<file path="src/rtl/uart_msg_pkg.sv">
// Shared types, ASCII constants and hex decoding for the UART message loader.
package uart_msg_pkg;

  typedef enum logic [1:0] {IDLE, START, DATA, STOP} rx_state_t;

  localparam logic [7:0] ASC_0  = 8'h30;
  localparam logic [7:0] ASC_9  = 8'h39;
  localparam logic [7:0] ASC_A  = 8'h41;
  localparam logic [7:0] ASC_F  = 8'h46;
  localparam logic [7:0] ASC_a  = 8'h61;
  localparam logic [7:0] ASC_f  = 8'h66;
  localparam logic [7:0] ASC_CR = 8'h0D;
  localparam logic [7:0] ASC_LF = 8'h0A;

  typedef struct packed {
    logic       legal;
    logic [3:0] nibble;
  } hex_t;

  function automatic hex_t hex_decode(input logic [7:0] c);
    hex_t r;
    r = '0;
    if (c >= ASC_0 && c <= ASC_9) begin
      r.legal  = 1'b1;
      r.nibble = 4'(c - ASC_0);
    end else if (c >= ASC_A && c <= ASC_F) begin
      r.legal  = 1'b1;
      r.nibble = 4'(c - ASC_A + 8'd10);
    end else if (c >= ASC_a && c <= ASC_f) begin
      r.legal  = 1'b1;
      r.nibble = 4'(c - ASC_a + 8'd10);
    end
    return r;
  endfunction

  function automatic logic is_line_break(input logic [7:0] c);
    return (c == ASC_CR) || (c == ASC_LF);
  endfunction

endpackage

</file>
<file path="src/rtl/uart_msg_if.sv">
// Serial input and published-message outputs of the UART message loader.
interface uart_msg_if #(
  parameter int MSG_CHARS = 16
);
  logic                   rx;
  logic [4*MSG_CHARS-1:0] message;
  logic                   msg_valid;
  logic                   char_err;
  logic                   busy;

  modport master (input rx, output message, msg_valid, char_err, busy);
  modport slave  (output rx, input message, msg_valid, char_err, busy);
endinterface

</file>
<file path="src/rtl/uart_rx_byte.sv">
// 8N1 byte receiver: rx synchronizer, mid-bit sampling FSM, one-cycle byte/error strobes.
module uart_rx_byte
  import uart_msg_pkg::*;
#(
  parameter int CLKS_PER_BIT = 868
) (
  input  logic       clk,
  input  logic       reset,
  input  logic       rx,
  output logic [7:0] data,
  output logic       byte_ok,
  output logic       frame_err,
  output logic       busy
);
  localparam int TW = $clog2(CLKS_PER_BIT);
  localparam logic [TW-1:0] BIT_LAST  = TW'(CLKS_PER_BIT - 1);
  localparam logic [TW-1:0] HALF_LAST = TW'(CLKS_PER_BIT / 2 - 1);

  rx_state_t     state;
  logic          rx_meta, rx_s;
  logic [TW-1:0] timer;
  logic [2:0]    bit_cnt;
  logic [7:0]    shift_q;

  assign data = shift_q;

  // NOTE: every register here is assigned with <= so all flops update from
  // the same pre-edge values; a blocking = would let later lines see new state.
  always_ff @(posedge clk) begin
    if (!reset) begin
      rx_meta   <= 1'b1;
      rx_s      <= 1'b1;
      state     <= IDLE;
      timer     <= '0;
      bit_cnt   <= '0;
      shift_q   <= '0;
      byte_ok   <= 1'b0;
      frame_err <= 1'b0;
      busy      <= 1'b0;
    end else begin
      rx_meta   <= rx;
      rx_s      <= rx_meta;
      byte_ok   <= 1'b0;
      frame_err <= 1'b0;
      case (state)
        IDLE: begin
          if (!rx_s) begin
            timer <= '0;
            state <= START;
            busy  <= 1'b1;
          end
        end
        START: begin
          // Re-check the line at mid start bit so short glitches are dropped.
          if (timer == HALF_LAST) begin
            timer <= '0;
            if (!rx_s) begin
              state   <= DATA;
              bit_cnt <= '0;
            end else begin
              state <= IDLE;
              busy  <= 1'b0;
            end
          end else begin
            timer <= timer + 1'b1;
          end
        end
        DATA: begin
          if (timer == BIT_LAST) begin
            timer   <= '0;
            shift_q <= {rx_s, shift_q[7:1]};
            if (bit_cnt == 3'd7) state <= STOP;
            else                 bit_cnt <= bit_cnt + 1'b1;
          end else begin
            timer <= timer + 1'b1;
          end
        end
        STOP: begin
          if (timer == BIT_LAST) begin
            timer <= '0;
            state <= IDLE;
            busy  <= 1'b0;
            if (rx_s) byte_ok   <= 1'b1;
            else      frame_err <= 1'b1;
          end else begin
            timer <= timer + 1'b1;
          end
        end
        default: begin
          state <= IDLE;
          busy  <= 1'b0;
        end
      endcase
    end
  end

endmodule

</file>
<file path="src/rtl/uart_message_loader.sv">
// Decodes received hex characters and publishes each complete message atomically.
module uart_message_loader
  import uart_msg_pkg::*;
#(
  parameter int CLKS_PER_BIT = 868,
  parameter int MSG_CHARS    = 16
) (
  input logic        clk,
  input logic        reset,
  uart_msg_if.master bus
);
  localparam int MW = 4 * MSG_CHARS;
  localparam int IW = (MSG_CHARS > 1) ? $clog2(MSG_CHARS) : 1;
  localparam logic [IW-1:0] LAST_IDX = IW'(MSG_CHARS - 1);

  logic [7:0]    rx_data;
  logic          byte_ok, frame_err;
  logic [IW-1:0] idx;
  logic [MW-1:0] shadow, shadow_next, message_q;
  logic          msg_valid_q, char_err_q;
  hex_t          hex;

  uart_rx_byte #(.CLKS_PER_BIT(CLKS_PER_BIT)) u_rx (
    .clk       (clk),
    .reset     (reset),
    .rx        (bus.rx),
    .data      (rx_data),
    .byte_ok   (byte_ok),
    .frame_err (frame_err),
    .busy      (bus.busy)
  );

  assign bus.message   = message_q;
  assign bus.msg_valid = msg_valid_q;
  assign bus.char_err  = char_err_q;

  // NOTE: shadow_next gets a full default before the partial overwrite, so
  // no path leaves it unassigned and no latch is inferred.
  always_comb begin
    hex         = hex_decode(rx_data);
    shadow_next = shadow;
    shadow_next[4*(MSG_CHARS-1-int'(idx)) +: 4] = hex.nibble;
  end

  // NOTE: shadow is a flop bank, not a RAM, so clearing it in reset costs nothing.
  always_ff @(posedge clk) begin
    if (!reset) begin
      idx         <= '0;
      shadow      <= '0;
      message_q   <= '0;
      msg_valid_q <= 1'b0;
      char_err_q  <= 1'b0;
    end else begin
      msg_valid_q <= 1'b0;
      char_err_q  <= 1'b0;
      if (frame_err) begin
        char_err_q <= 1'b1;
        idx        <= '0;
      end else if (byte_ok) begin
        if (hex.legal) begin
          shadow <= shadow_next;
          // The last nibble goes straight into message so it is never partial.
          if (idx == LAST_IDX) begin
            message_q   <= shadow_next;
            msg_valid_q <= 1'b1;
            idx         <= '0;
          end else begin
            idx <= idx + 1'b1;
          end
        end else if (is_line_break(rx_data)) begin
          idx <= '0;
        end else begin
          char_err_q <= 1'b1;
          idx        <= '0;
        end
      end
    end
  end

endmodule

</file>
<file path="src/flat_wrapper.sv">
// flat-port wrapper written by rule: the top's interface ports become plain ports
module uart_message_loader_flat import uart_msg_pkg::*;
#(
  parameter int CLKS_PER_BIT = 868,
  parameter int MSG_CHARS    = 16
)
  (clk, reset, bus_rx, bus_message, bus_msg_valid, bus_char_err, bus_busy);
  uart_msg_if #(.MSG_CHARS(MSG_CHARS)) bus_i ();
  input logic clk;
  input logic reset;
  input wire logic [$bits(bus_i.rx)-1:0] bus_rx;
  output wire logic [$bits(bus_i.message)-1:0] bus_message;
  output wire logic [$bits(bus_i.msg_valid)-1:0] bus_msg_valid;
  output wire logic [$bits(bus_i.char_err)-1:0] bus_char_err;
  output wire logic [$bits(bus_i.busy)-1:0] bus_busy;
  assign bus_i.rx = bus_rx;
  assign bus_message = bus_i.message;
  assign bus_msg_valid = bus_i.msg_valid;
  assign bus_char_err = bus_i.char_err;
  assign bus_busy = bus_i.busy;
  uart_message_loader #(.CLKS_PER_BIT(CLKS_PER_BIT), .MSG_CHARS(MSG_CHARS)) u_core (.clk(clk), .reset(reset), .bus(bus_i));
endmodule
</file>
<file path="config.mk">
export PLATFORM = sky130hd
export DESIGN_NAME = uart_message_loader_flat
export DESIGN_NICKNAME = d
export VERILOG_FILES = /design/src/rtl/uart_msg_pkg.sv /design/src/rtl/uart_msg_if.sv /design/src/rtl/uart_rx_byte.sv /design/src/rtl/uart_message_loader.sv /design/src/flat_wrapper.sv
export SDC_FILE = /design/constraint.sdc
export NUM_CORES = 1
export LEC_CHECK = 0
export ABC_AREA = 0
export CAP_MARGIN = 0
export CORE_MARGIN = 3
export CORE_UTILIZATION = 52
export DETAILED_ROUTE_END_ITERATION = 10
export PLACE_DENSITY = 0.73
export SYNTH_ARGS = -nofsm -noshare
export SYNTH_HDL_FRONTEND = slang
export SYNTH_SLANG_ARGS = --single-unit
</file>
<file path="constraint.sdc">
create_clock -name clk -period 2.3 [get_ports clk]
set_input_delay 0.69 -clock clk [delete_from_list [all_inputs] [get_ports clk]]
set_output_delay 0.69 -clock clk [all_outputs]
set_load 0.005 [all_outputs]
</file>
=== Yosys cells after proc, flatten, opt, wreduce, memory -nomap -nowiden ===
Cells that the tools add are included.
W data, S select, Z words.

* Add/subtract/negate cells: 10
* $mul: 0
* Divide/modulo/power cells: 0
* $lt $le $gt $ge: 6
* Equality and inequality tests: 17
* Shift operators: 2
* Multiplexer cells: 34
* Bitwise gates (word level): 4
* Reductions and logical operators: 17

{| class="wikitable"
|+ Operator list
! cell !! count
|-
| $bwmux W64 || 1
|-
| $shift A4 B33 Y64 const A || 1
|-
| $shiftx A4 B33 Y64 || 1
|-
| $neg A32 Y33 || 1
|-
| $mux W10 || 3
|-
| $pmux W10 S3 || 1
|-
| $eq A8 B4 Y1 const B || 2
|-
| $ge A8 B7 Y1 const B || 2
|-
| $le A8 B7 Y1 const B || 2
|-
| $ne A2 B2 Y1 const B || 8
|-
| $mux W5 || 3
|-
| $reduce_and A5 Y1 || 3
|-
| $mux W2 || 6
|-
| $mux W3 || 4
|-
| $sub A4 B1 Y4 const B || 3
|-
| $mux W1 || 11
|-
| $add A10 B1 Y10 const B || 1
|-
| $eq A10 B10 Y1 const B || 1
|-
| $eq A10 B9 Y1 const B || 1
|-
| $add A4 B4 Y4 const B || 2
|-
| $ge A8 B6 Y1 const B || 1
|-
| $le A8 B6 Y1 const B || 1
|-
| $mux W4 || 2
|-
| $pmux W2 S4 || 1
|-
| other kinds (20) || 28
|}

* Register bits: 162
* Bits in latches: 0
* RAM bits: 0
* Bits in read-only memories: 0
* Bits of input ports: 3
* Output and inout bits: 67
* Word-level logic and storage cells: 104
* Memories kept: 0

=== Logic depth before layout (Yosys ltp) ===
Gate-level depths: netlist of the first run.

* Depth in word-level cells: 8
* Gate-level depth with buffers: 9
* Gate-level depth less buffers: 7

=== By module ===
Synthesis of the first run repeated with hierarchy kept, for this count alone.

* Cells, all modules: 811
* Area total of the unflattened synthesis: 7,233.2 um2

{| class="wikitable"
|+ Modules (own cells, without submodules)
! module !! instances !! cells an instance !! area an instance (um2) !! seq. area each (um2)
|-
| uart_message_loader || 1 || 665 || 5,878.1 || 2,682.6
|-
| uart_rx_byte || 1 || 146 || 1,355.0 || 560.5
|}

=== Worst setup path after synthesis of the first run ===
OpenSTA, ideal clock, no wires.

* Path type: reg-to-reg
* Start point: register u_core.idx[2]
* End point: register u_core.message_q[0] (netlist: u_core.bus.message[0])
* Library setup time: 0.132 ns
* Arrival: 2.352 ns
* Required time: 2.168 ns
* Setup slack: -0.184 ns
* Cell stages (with the launch flop): 10
* Buffers on the path: 2
* Period minus slack after synthesis: 2.484 ns
* Cells stage by stage: dfxtp_1 > buf_2 > and3_1 > ha_1 > clkbuf_1 > or3b_1 > or3_1 > and2_1 > a2111oi_0 > nor3b_1

* Longest elaborated chain between the ends: 4
* Elaborated cells between the ends (all ways): 7
* Those cells by class: add/sub (2); eq/ne (1); shift (2); mux (1); reduce/logical (1)

{| class="wikitable"
|+ RTL lines
! element !! RTL line !! source
|-
| start: declaration || uart_message_loader.sv:18 || <nowiki>logic [IW-1:0] idx;</nowiki>
|-
| start signal: assignment || uart_message_loader.sv:68 || <nowiki>idx <= idx + 1'b1;</nowiki>
|-
| $sub A4 B4 Y5 || uart_message_loader.sv:42 || <nowiki>shadow_next[4*(MSG_CHARS-1-int'(idx)) +: 4] = hex.nibble;</nowiki>
|-
| $neg A32 Y33 || uart_message_loader.sv:42 ||
|-
| $shiftx A4 B33 Y64 or $shift A4 B33 Y64 (tied branches) || uart_message_loader.sv:42 ||
|-
| $bwmux W64 || uart_message_loader.sv:42 ||
|-
| end signal: assignment || uart_message_loader.sv:64 || <nowiki>message_q <= shadow_next;</nowiki>
|-
| end: declaration || uart_message_loader.sv:19 || <nowiki>logic [MW-1:0] shadow, shadow_next, message_q;</nowiki>
|}

Several ways; a longest one is shown, not always the timed one.
A chain may end at the register's enable or synchronous reset.

=== Final worst setup path of the first run ===
* Start point: register u_core.u_rx.timer[0]
* End point: register u_core.u_rx.bit_cnt[2]

* Longest elaborated chain between the ends: 3
* Elaborated cells between the ends (all ways): 5
* Those cells by class: eq/ne (4); reduce/logical (1)

{| class="wikitable"
|+ RTL lines
! element !! RTL line !! source
|-
| start: declaration || uart_rx_byte.sv:21 || <nowiki>logic [TW-1:0] timer;</nowiki>
|-
| start signal: assignment || uart_rx_byte.sv:65 || <nowiki>timer <= timer + 1'b1;</nowiki>
|-
| start signal: assignment || uart_rx_byte.sv:75 || <nowiki>timer <= timer + 1'b1;</nowiki>
|-
| start signal: assignment || uart_rx_byte.sv:86 || <nowiki>timer <= timer + 1'b1;</nowiki>
|-
| $eq A10 B10 Y1 or $eq A10 B9 Y1 (tied branches) || uart_rx_byte.sv:69, uart_rx_byte.sv:55 ||
|-
| $ne A2 B2 Y1 (no line) || -- ||
|-
| $reduce_and A5 Y1 (no line) (*) || -- ||
|-
| end signal: assignment || uart_rx_byte.sv:73 || <nowiki>else bit_cnt <= bit_cnt + 1'b1;</nowiki>
|-
| end: declaration || uart_rx_byte.sv:22 || <nowiki>logic [2:0] bit_cnt;</nowiki>
|}

Every way passes the cells marked *; elsewhere a longest branch is shown, timed or not.

==> results of run 1 <==
[placed cells by master (no fill, tap or decap), types with 9 or more instances in the layout]
cell type,n
nand2_1,80
nor2b_1,14
clkbuf_16,18
mux2i_1,23
a31oi_1,9
a21boi_1,17
dfxtp_1,160
a21oi_1,12
nor3_1,20
nand2b_1,9
nand3_1,28
o21ai_0,75
a21boi_0,53
nand4_1,64
o22ai_1,42
or4b_1,19
ha_1,9
inv_1,12
clkdlybuf4s50_1,68
nor2_1,15
buf_4,71
[power by group]
part	switching, W	total (W)	internal [W]
sequential	0.00000418	0.00281	0.00281
combinational	0.0000641	0.000109	0.0000451
clock	0.00115	0.00318	0.00203
total	0.00122	0.00610	0.00488
[flip-flops by register name, indices dropped and copies added, names as in the netlist, named ones only]
name                   count
u_core.u_rx.timer         10
u_core.bus.message        64
u_core.shadow             64
u_core.u_rx.busy           1
u_core.bus.msg_valid       1
u_core.u_rx.byte_ok        1
u_core.u_rx.data           8
u_core.u_rx.bit_cnt        3
u_core.u_rx.rx_meta        1
u_core.bus.char_err        1
u_core.u_rx.state          1
u_core.u_rx.rx_s           1
u_core.idx                 4
u_core.u_rx.frame_err      1
[through the flow]
stage / worst slack (ps) / cells
after CTS: 28.0 / 1101
after global placement: 138 / 1070
after global routing: -44.7 / 1104
after detailed placement: 52.6 / 1070
final: 76.3 / 1104
after floorplan: -29.0 / 816
[synth_stat cells, types with 2 or more instances]
master,count
a21boi_0,53
mux2i_1,23
and3b_1,3
o21a_1,3
and2_0,2
or4b_1,19
mux2_2,2
and2_1,5
o2111ai_1,3
ha_1,10
o21ai_0,75
clkbuf_1,56
nor4bb_1,3
buf_2,6
nor2b_1,14
inv_1,12
a41oi_1,2
nand2b_1,10
o22ai_1,42
or3_1,3
a21o_1,2
a21oi_1,12
a2111oi_0,3
xor2_1,3
nor3_1,21
and3_1,7
nor4_1,2
o21bai_1,3
buf_1,2
nand4_1,64
a21boi_1,17
buf_6,2
nor3b_1,7
a31oi_1,9
nand2_1,80
dfxtp_1,162
or2_2,6
nor2_1,17
nand3_1,28
or3b_1,2
[worst max-delay path, cell delays in order (launching register included)]
cell	delay (ps)
dfxtp_1	420
ha_1	180
nor4bb_1	400
a41oi_1	260
o21bai_1	310
or2_2	340
a21boi_0	210
[per-layer routing]
| metal | routed length (µm) | GRT usage [%] |
|---|---|---|
| met3 | 1100 | 4.77 |
| met4 | 519 | 9.92 |
| met1 | 8640 | 34.1 |
| met5 | 0 | 0 |
| met2 | 9480 | 42.3 |
[area by class of cell]
class | instances | area (µm²)
fill | 1039 | 4110
timing repair buffer | 148 | 1380
sequential | 162 | 3250
tap | 176 | 220
clock inverter | 14 | 236
clock buffer | 17 | 425
multi-input combinational | 575 | 3780
inverter | 12 | 45.0
[worst max path at each step]
stage               cells after the start                     end  slack (ps)
detailed placement                      7   u_core.bus.message[2]          50
floorplan                               9   u_core.bus.message[1]         -30
global route                            7  u_core.bus.message[60]         -40
global placement                        7   u_core.bus.message[1]         140
finish                                  6  u_core.u_rx.bit_cnt[2]          80
CTS                                     9   u_core.bus.message[6]          30
[logic make-up (layout without fill, tap and decap cells)]
| group | count (synthesis) | after routing |
|---|---|---|
| buf+inv | 79 | 191 |
| compound gates | 235 | 235 |
| flops | 162 | 162 |
| xor+xnor | 4 | 4 |
| simple gates | 301 | 301 |
| mux | 25 | 25 |
| fa+ha+maj | 10 | 10 |
[repair_timing]
action | CTS | global route
setup buffers | 0 | 2
hold buffers | 0 | 0
hold endpoints to repair | 0 | 0
endpoints found under the setup margin | 0 | 72
gates resized for setup | 0 | 15
==> results_dict.tcl, run 1 <==
set metrics [dict create \
    status "finished clean" \
    ys_warn_count 0 \
    synth_top_area_share_pct 44.8 \
    async_flop_share_pct 0 \
    nNetsFinal 929 \
    drt-pass1-iter-count 5 \
    synth_top_family_by_area "simple AND/OR/NAND/NOR gates" \
    track_usage_pct 25.9 \
    crit_type "register to register" \
    remaining_drc_errors 0 \
    cts-htree-levels 4 \
    die_width_um 124 \
    clk_latency_ps 440 \
    p_per_area_mw_per_mm2 653 \
    holdPathStages 1 \
    grt_pass1_vias 6337 \
    worstHoldStart "u_core.u_rx.rx_meta" \
    synth-seq-area-share_pct 44.8 \
    dp_hpwl_um 13100 \
    gp_routability_congestion 0.918 \
    synth_area_leaders "dfxtp_1, nand4_1, a21boi_0, o21ai_0, nand2_1" \
    leakage_nw 3.08 \
    ys_ff_latch 162 \
    slew_violations 0 \
    avgRoutedWirePerCell_um 17.9 \
    fp.coreArea_mm2 0.0135 \
    grt.overflow.total 0 \
    synth.area.mux_share_pct 3.49 \
    critPathRequiredTime_ps 2650 \
    syn_nets 829 \
    slew_headroom_pct 61.7 \
    ys_types 61 \
    synth_fa_ha_area_share_pct 1.73 \
    cts_sinks 162 \
    fin_crit_ps 2220 \
    initial_core_util_pct 53.8 \
    r2r-start "u_core.u_rx.timer[0]" \
    placed_cell_area_mm2 0.00858 \
    setup_tns_ps 0 \
    finalCritPeriodShare_pct 96.7 \
    final_area_mm2 0.00934 \
    vias_per_cell 6.06 \
    wirelength_um 19700 \
    rsz0062_at_grt "true" \
    utilization_pct 69.4 \
    cts_tree "done" \
    clock_skew_ps 10.6 \
    power_w 0.00610 \
    grt_first_pass_wirelength_um 31500 \
    setup_viol 0 \
    reg2reg_to "u_core.u_rx.bit_cnt[2]" \
    n_antenna_cell 0 \
    synth-simple-area-share_pct 24.1 \
    synth_xor_area_share_pct 0.484 \
    drive_above_1_share_pct 15.6 \
    syn_area_per_cell_um2 8.87 \
    synth_edf_count 0 \
    reg2reg_setup_slack_ps 80 \
    cts_buffers 17 \
    max_freq_ghz 0.450 \
    min_path_type "register to register" \
    dieArea_mm2 0.0154 \
    clk_pin_slew_worst_paths_ps 60 \
    hold_violations 0 \
    area_growth_pct 29.0 \
    synth_area_mm2 0.00724 \
    postRouteAntennaNets 0 \
    vias 6690 \
    crit_fanout 6 \
    rr_worst_depth 6 \
    clock_path_buffers 2 \
    crit_start "u_core.u_rx.timer[0]" \
    ir_drop_uv 426 \
    synth_compound_area_share_pct 21.0 \
    root_buffer "clkbuf_16" \
    crit_path_start_kind "register" \
    whs_endpoint "u_core.u_rx.rx_s" \
    rows 42 \
    antenna_found_initial 0 \
    synth_area_leader_cell "dfxtp_1" \
    endpoint_kind "register" \
    critPathArrivalTime_ps 2570 \
    io_buffers 69 \
    pin_count 70 \
    worst_pin_slew_ps 571 \
    die-height_um 124 \
    drt_iter0_drc 526 \
    syn_inst 816 \
    grt_max_degree 47 \
    synth_ff_type "dfxtp_1" \
    whs_ps 425 \
    max_cap_viol_count 0 \
]
Note: power is estimated with default switching activity, not from simulation.
==> inputs of run 2 (changes only) <==
Settings changed: CORE_MARGIN 3 to not set, CORE_UTILIZATION 52 to 57, PLACE_DENSITY 0.73 to 0.77.
Clock period 2.3 ns to 2.1 ns, I/O delays scaled along.
==> run 2 against run 1 <==
The run now ends with negative setup slack left; via count grew 7.1%; hold slack lost 3.3 ps; combinational power grew 17%; critical path depth grew 3; total power grew 8.4%; largest power group unchanged.
==> results_dict.tcl, run 2 (synthesized netlist as in run 1, its figures left out) <==
set metrics [dict create \
    clk_pin_slew_worst_paths_ps 60 \
    reg2reg_to "u_core.shadow[32]" \
    cts_tree "done" \
    antenna_found_initial 0 \
    critPathArrivalTime_ps 2510 \
    drt-pass1-iter-count 5 \
    root_buffer "clkbuf_16" \
    dieArea_mm2 0.0132 \
    power_frac_seq_pct 46.5 \
    finalCritPeriodShare_pct 103 \
    critPathMaxStageDelay_ps 560 \
    cts_sinks 162 \
    p_per_area_mw_per_mm2 658 \
    min_path_type "register to register" \
    drive_above_1_share_pct 25.5 \
    max_freq_ghz 0.463 \
    max_cap_viol_count 0 \
    grt_first_pass_wirelength_um 32900 \
    clock_path_buffers 2 \
    path_cells "inv_4, ha_4, o21bai_2, a21oi_4, a31oi_4, buf_6, clkbuf_16, or4b_4, o22ai_1" \
    utilization_pct 82.4 \
    final_common_cell "dfxtp_1" \
    n_antenna_cell 0 \
    drt_iter0_drc 738 \
    setup_viol 17 \
    crit_family "compound AO/OA/AOI/OAI gates" \
    rr_worst_depth 9 \
    die-height_um 115 \
    cts_buffers 17 \
    cts-htree-levels 4 \
    avgRoutedWirePerCell_um 19.8 \
    use_met1_pct 39.2 \
    crit_path_start_kind "register" \
    wirelength_um 22500 \
    crit_start "u_core.u_rx.data[0]" \
    reg2reg_setup_slack_ps -60 \
    ir_drop_uv 605 \
    dp_hpwl_um 13500 \
    initial_core_util_pct 59.3 \
    vias_per_cell 6.32 \
    postRouteAntennaNets 0 \
    hold_violations 0 \
    remaining_drc_errors 0 \
    p_switching_w 0.00135 \
    io_buffers 69 \
    gr-usage-met2_pct 53.5 \
    die_width_um 115 \
    crit_type "register to register" \
    slowest_stage "or4b_4" \
    r2r-start "u_core.u_rx.data[0]" \
    p_int_w 0.00526 \
    final_cell_mix "dfxtp_1, buf_4, nand2_1" \
    gp_routability_congestion 0.859 \
    worst_pin_slew_ps 588 \
    clockPowerShare_pct 51.5 \
    met3_usage_pct 6.99 \
    cp-endpoint "u_core.shadow[32]" \
    pwr-share-comb_pct 1.9 \
    slew_violations 0 \
    clk_latency_ps 430 \
    slew_headroom_pct 60.5 \
    fin_crit_ps 2160 \
    setup_ws_ps -59.3 \
    fp.coreArea_mm2 0.0122 \
    rsz0062_at_grt "true" \
    crit_fanout 11 \
    rows 40 \
    critPathRequiredTime_ps 2450 \
    path_depth 9 \
    grt_pass1_vias 6655 \
    endpoint_kind "register" \
    path_buf_inv 3 \
    sw_frac_of_total_pct 20.4 \
    leakage_nw 3.40 \
    grt_max_degree 45 \
    setup_tns_ps -309 \
    pin_count 70 \
    status "finished, violations left" \
    area_growth_pct 38.9 \
    nNetsFinal 967 \
    clock_skew_ps 6.40 \
    grt.overflow.total 0 \
    vias 7168 \
    top_usage_layer "met2" \
    violations "negative setup slack" \
    track_usage_pct 31.8 \
]
-- run 2: metrics by stage --
step                      setup slack (ps)  power [W]  cells  hold WS, ps  instance area, µm²
after CTS                             2.65    0.00662   1115          422                9500
final                                -59.3    0.00661   1134          422               10100
after global placement               -52.2    0.00327   1084          395                8770
after detailed placement             -69.8    0.00327   1084          411                8770
after floorplan                       -229    0.00323    816          386                7300
after global routing                  -108    0.00676   1134          459               10100
-- run 2: routing by layer --
| layer | routed length [µm] | up-vias |
|---|---|---|
| met3 | 1480 | 76 |
| met2 | 11000 | 337 |
| met5 | 0 | - |
| met1 | 9160 | 3459 |
| li1 | - | 3296 |
| met4 | 848 | 0 |
-- run 2: worst min-delay path by stage --
stage / startpoint / endpoint / slack (ps) / cells past startpoint
2_1_floorplan: u_core.u_rx.rx_meta / u_core.u_rx.rx_s / 390 / 1
3_3_place_gp: u_core.u_rx.rx_meta / u_core.u_rx.rx_s / 400 / 1
3_5_place_dp: u_core.u_rx.rx_meta / u_core.u_rx.rx_s / 410 / 1
4_1_cts: u_core.u_rx.rx_meta / u_core.u_rx.rx_s / 420 / 1
5_1_grt: u_core.u_rx.rx_meta / u_core.u_rx.rx_s / 460 / 1
6_report: u_core.u_rx.rx_meta / u_core.u_rx.rx_s / 420 / 1
-- run 2: repair_timing --
item | CTS | global route
cloned | 0 | 3
pin swaps | 3 | 34
resized for setup | 27 | 95
endpoints found under the setup margin | 59 | 124
setup buffers | 0 | 16
hold buffers | 0 | 0
-- run 2: final cells by class --
| type | instances | area [µm²] |
|---|---|---|
| multi-input cells | 575 | 4100 |
| flip-flops and latches | 162 | 3260 |
| fillers | 746 | 2150 |
| repair buffers | 186 | 1790 |
| clock buffers | 18 | 439 |
| clock inverters | 13 | 210 |
| well taps | 168 | 210 |
| inverters | 12 | 47.5 |
-- run 2: worst reg2reg max path: stages, from the launching register on --
cell and delay (ps):
dfxtp_4 380, inv_4 80, ha_4 140, o21bai_2 100, a21oi_4 230, a31oi_4 80, buf_6 170, clkbuf_16 170
or4b_4 560, o22ai_1 180
-- run 2: power groups by stage --
stage	clock, W	sequential [W]	combinational, W
2_1_floorplan	0	0.00315	0.0000844
3_3_place_gp	0	0.00315	0.000117
3_5_place_dp	0	0.00315	0.000120
4_1_cts	0.00342	0.00308	0.000121
5_1_grt	0.00355	0.00308	0.000136
6_report	0.00341	0.00308	0.000128
